==> src/rtl/counter_pkg.sv <==
// rtl/counter_pkg.sv - shared constants and helpers for the up/down modulus counter
package counter_pkg;

    localparam logic DIR_UP    = 1'b1;
    localparam logic DIR_DOWN  = 1'b0;
    localparam logic MODE_WRAP = 1'b0;
    localparam logic MODE_SAT  = 1'b1;

    // Divider register width; a divide-by-1 still keeps a one-bit register.
    function automatic int presc_width(input int p);
        int w;
        w = $clog2(p);
        return (w < 1) ? 1 : w;
    endfunction

endpackage

==> src/rtl/counter_prescaler.sv <==
// rtl/counter_prescaler.sv - enable divider producing one tick per PRESCALE enabled cycles
module counter_prescaler
    import counter_pkg::*;
#(
    parameter int PRESCALE = 1
) (
    input  logic clk,
    input  logic reset,
    input  logic enable,
    input  logic clear,
    output logic tick
);

    localparam int PW = presc_width(PRESCALE);
    localparam logic [PW-1:0] LAST = PW'(PRESCALE - 1);

    logic [PW-1:0] div_q;
    logic [PW-1:0] div_d;

    always_comb begin
        div_d = div_q;
        if (clear) begin
            div_d = '0;
        end else if (enable) begin
            div_d = (div_q == LAST) ? '0 : div_q + 1'b1;
        end
    end

    always_ff @(posedge clk or posedge reset) begin
        if (reset) begin
            div_q <= '0;
        end else begin
            div_q <= div_d;
        end
    end

    // With PRESCALE=1 LAST is 0 and div_q never leaves 0, so tick follows enable.
    assign tick = enable && (div_q == LAST);

endmodule

==> src/rtl/updown_mod_counter.sv <==
// rtl/updown_mod_counter.sv - up/down counter over 0..limit with wrap/saturate, clear, load and prescaler
module updown_mod_counter
    import counter_pkg::*;
#(
    parameter int N        = 8,
    parameter int PRESCALE = 1
) (
    input  logic         clk,
    input  logic         reset,
    input  logic         enable,
    input  logic         clear,
    input  logic         load,
    input  logic [N-1:0] load_value,
    input  logic         up_down,
    input  logic [N-1:0] limit,
    input  logic         sat_mode,
    output logic [N-1:0] count,
    output logic         tc,
    output logic         at_max,
    output logic         at_zero
);

    logic         tick;
    logic [N-1:0] count_q;
    logic [N-1:0] count_d;
    logic         tc_q;
    logic         tc_d;

    counter_prescaler #(
        .PRESCALE(PRESCALE)
    ) u_prescaler (
        .clk   (clk),
        .reset (reset),
        .enable(enable),
        .clear (clear || load),
        .tick  (tick)
    );

    always_comb begin
        count_d = count_q;
        tc_d    = 1'b0;
        if (clear) begin
            count_d = '0;
        end else if (load) begin
            count_d = load_value;
        end else if (tick) begin
            if (up_down == DIR_UP) begin
                // >= so a count left above a lowered limit still hits the boundary
                if (count_q >= limit) begin
                    tc_d    = 1'b1;
                    count_d = (sat_mode == MODE_SAT) ? limit : '0;
                end else begin
                    count_d = count_q + 1'b1;
                end
            end else begin
                if (count_q == '0) begin
                    tc_d    = 1'b1;
                    count_d = (sat_mode == MODE_SAT) ? '0 : limit;
                end else begin
                    count_d = count_q - 1'b1;
                end
            end
        end
    end

    always_ff @(posedge clk or posedge reset) begin
        if (reset) begin
            count_q <= '0;
            tc_q    <= 1'b0;
        end else begin
            count_q <= count_d;
            tc_q    <= tc_d;
        end
    end

    assign count   = count_q;
    assign tc      = tc_q;
    assign at_max  = (count_q == limit);
    assign at_zero = (count_q == '0);

endmodule

==> config.mk <==
export PLATFORM = sky130hd
export DESIGN_NAME = updown_mod_counter
export DESIGN_NICKNAME = d
export VERILOG_FILES = /design/src/rtl/counter_pkg.sv /design/src/rtl/counter_prescaler.sv /design/src/rtl/updown_mod_counter.sv
export SDC_FILE = /design/constraint.sdc
export NUM_CORES = 1
export LEC_CHECK = 0
export CORE_ASPECT_RATIO = 1.5
export CORE_MARGIN = 2
export CORE_UTILIZATION = 50
export DETAILED_ROUTE_END_ITERATION = 8
export PLACE_DENSITY = 0.93
export REMOVE_ABC_BUFFERS = 1
export SYNTH_ARGS = -nofsm -noshare
export SYNTH_HDL_FRONTEND = slang
export SYNTH_HIERARCHICAL = 1
export SYNTH_SLANG_ARGS = --single-unit
==> constraint.sdc <==
create_clock -name clk -period 3.7 [get_ports clk]
set_input_delay 1.11 -clock clk [delete_from_list [all_inputs] [get_ports clk]]
set_output_delay 1.11 -clock clk [all_outputs]
set_load 0.02 [all_outputs]
==> impl_metrics.tcl <==
set metrics [dict create \
    status "complete, no violations" \
    port_buffers 33 \
    path_class "flop to primary output" \
    synth_xor_xnor_area_share_pct 6.43 \
    fp.dieH_um 64.7 \
    antenna_found_initial 0 \
    die_area_um2 2870 \
    vdd_ir_drop_max_v 0.000203 \
    synth_area_leaders "dfrtp_1 (18%), ha_1 (11%), inv_1 (5.2%), nor2_1 (4.3%), a21oi_1 (4.1%)" \
    dominantRegCellSynth "dfrtp_1" \
    cp.required_ns 2.59 \
    diodes 0 \
    area_growth_pct 38.5 \
    io_pins 34 \
    routabilityCongestion 0.946 \
    worst_ep_arrival_time_ns 2.40 \
    worstSetupStartpointType "flop" \
    cap_violations 0 \
    fillers 191 \
    routedWlPerCell_um 15.9 \
    hold_viol_final 0 \
    fin_crit_sh_pct 94.8 \
    layout.nets 247 \
    p_int_mw 0.271 \
    synth-async-reset-ratio_pct 100 \
    coreArea_um2 2390 \
    drc_errors 0 \
    clock_skew_ns 0.00378 \
    power_density_nw_per_um2 261 \
    clockRootBuffer "clkbuf_4" \
    cts_setup_buffers 0 \
    drt-initial-drc-count 77 \
    max-slew-margin-rel_pct 68.0 \
    power_frac_seq_pct 25.8 \
    ys_types 46 \
    vias 1463 \
    firstDrtPassIters 4 \
    clock_power_share_pct 15.9 \
    synth_adder_area_share_pct 11.2 \
    overflow 0 \
    yosysTopAreaCellShare_pct 18.4 \
    combinationalPowerShare_pct 58.2 \
    synth-edff-count 0 \
    swShare_pct 38.7 \
    synth_compound_area_share_pct 27.0 \
    drive_gt1_share_pct 13.2 \
    setup_violations 0 \
    grt_first_pass_wirelength_mm 6.11 \
    clockBufferDepth 2 \
    cts_tree "built" \
    ys_seq_area_share_pct 18.4 \
    synth_area_um2 1230 \
    slew_violations 0 \
    fmax_mhz 285 \
    min_delay_path_depth 3 \
    ctsHoldBuffers 0 \
    via_per_inst 6.20 \
    wl_mm 3.76 \
    timing.hold.ws_ns 0.695 \
    synth_top_area_cell "dfrtp_1" \
    muxShareOfSynthArea_pct 2.55 \
    avgSynthCellArea_um2 7.34 \
    yosysWarnings 6 \
    worstMarginPinSlew_ns 0.478 \
    rows 22 \
    synthCells 167 \
    critPathCaptureType "primary output" \
    ys_ff_latch 9 \
    grt_pass1_vias 1442 \
    layout_setup_ws_ns 0.194 \
    synth_top_family_by_area "compound AO/OA/AOI/OAI gates" \
    grtUsageTotal_pct 27.9 \
    cts_buffers 3 \
    hold_path.class "flop to flop" \
    clock_sinks 9 \
    yosys.area_share.simple_pct 24.3 \
    clk_pin_slew_ns 0.05 \
    worstPathMaxFanout 3 \
    clock_latency_ns 0.25 \
    p_leak_nw 0.748 \
    reg2reg_depth 9 \
    pre_cts_slack_ns -0.212 \
    final_antenna_net_count 0 \
    fin_crit_ns 3.51 \
    rsz0062_at_grt "false" \
    htreeDepth 1 \
    start_util_pct 51.2 \
    p_switching_mw 0.171 \
    hpwl_mm 3.10 \
    grt_max_degree 15 \
    die_w_um 44.4 \
]
-- worst max-delay path: stages (launching register included) --
cell	delay, ns
dfrtp_1	0.37
inv_1	0.13
ha_1	0.18
or3b_2	0.50
or2_1	0.25
inv_1	0.11
clkdlybuf4s50_1	0.62
-- cells in the mapped netlist, types with 2 or more instances --
cell / n
xnor2_1: 5
o211ai_1: 2
inv_1: 17
buf_2: 3
or4_1: 3
or3_1: 3
dfrtp_1: 9
o21a_1: 3
ha_1: 11
o21bai_1: 2
clkbuf_1: 7
a211o_1: 2
nand4_1: 2
nor2_1: 14
nand2b_1: 3
nand2_1: 13
xor2_1: 4
nor4_1: 4
mux2i_1: 2
a21oi_1: 10
nor3_1: 9
o21ai_0: 8
a211oi_1: 3
a2111oi_0: 2
nand3_1: 5
-- kinds of logic after synthesis --
kind of cell,count (synthesis)
xor+xnor,9
flops,9
mux,3
simple gates,60
fa+ha+maj,11
buf+inv,29
compound gates,46
-- sequential cells by signal, indices dropped and copies added (netlist names) --
signal / flops
count: 8
tc: 1
-- metrics by stage --
step                instance area (µm²)  util, %  power, mW  std cells  TNS (ns)
finish                             1700     70.9      0.442        236         0
global route                       1700     70.9      0.473        236         0
CTS                                1700     71.1      0.444        236         0
detailed placement                 1680     70.0      0.370        232    -0.212
global placement                   1680     70.0      0.362        232    -0.185
floorplan                          1170        -      0.251        155         0
-- final timing paths --
check	startpoint	to	slack, ns
max in group asynchronous	reset	count[3]	2.34
worst max register to register	count[0]	count[7]	1.18
min in group asynchronous	reset	count[4]	1.12
worst max-delay path	count[0]	at_zero	0.19
worst min register to register	count[0]	count[0]	0.70
worst min-delay path	count[0]	count[0]	0.70
-- power groups by stage --
stage | Combinational [mW] | Sequential, mW | Clock, mW
after CTS | 0.256 | 0.114 | 0.0739
final | 0.258 | 0.114 | 0.0706
after floorplan | 0.116 | 0.135 | 0
after detailed placement | 0.255 | 0.116 | 0
after global routing | 0.280 | 0.115 | 0.0782
after global placement | 0.247 | 0.115 | 0
-- final cells by class --
cell class | instances | area [µm²] | area share [%]
Tap cell | 24 | 30.0 | 1.77
Timing Repair Buffer | 53 | 475 | 28.0
Sequential cell | 9 | 225 | 13.3
Multi-Input combinational cell | 129 | 877 | 51.7
Inverter | 17 | 63.8 | 3.76
Clock buffer | 4 | 26.3 | 1.55
-- placed cells by master, fill, tap and decap left out, types with 2 or more instances in the layout --
cell type	netlist	final
buf_4	1	20
clkbuf_4	0	3
clkdlybuf4s50_1	0	32
a2111oi_0	2	2
or4_1	3	3
nor2_1	14	14
o211ai_1	2	2
nor4_1	4	4
nand3_1	5	5
nand4_1	2	2
a211oi_1	3	3
nor3_1	9	9
ha_1	11	11
o21a_1	3	3
nand2_1	13	13
o21ai_0	8	8
inv_1	17	17
nand2b_1	3	3
a211o_1	2	2
xor2_1	4	4
a21oi_1	10	10
xnor2_1	5	5
or3_1	3	3
mux2i_1	2	2
dfrtp_1	9	9
o21bai_1	2	2
-- per-layer routing --
layer | GRT usage (%) | wire [µm] | up-vias
li1 | - | - | 692
met1 | 32.1 | 1400 | 670
met2 | 48.7 | 1970 | 78
met3 | 2.79 | 197 | 23
met4 | 14.4 | 197 | 0
met5 | 0 | 0 | -
-- what timing repair did --
item                       in CTS  in global routing
resized for setup               1                  2
pin swaps                       0                  0
setup endpoints to repair       1                  1
hold endpoints to repair        0                  0
(Power assumes the default switching activity.)
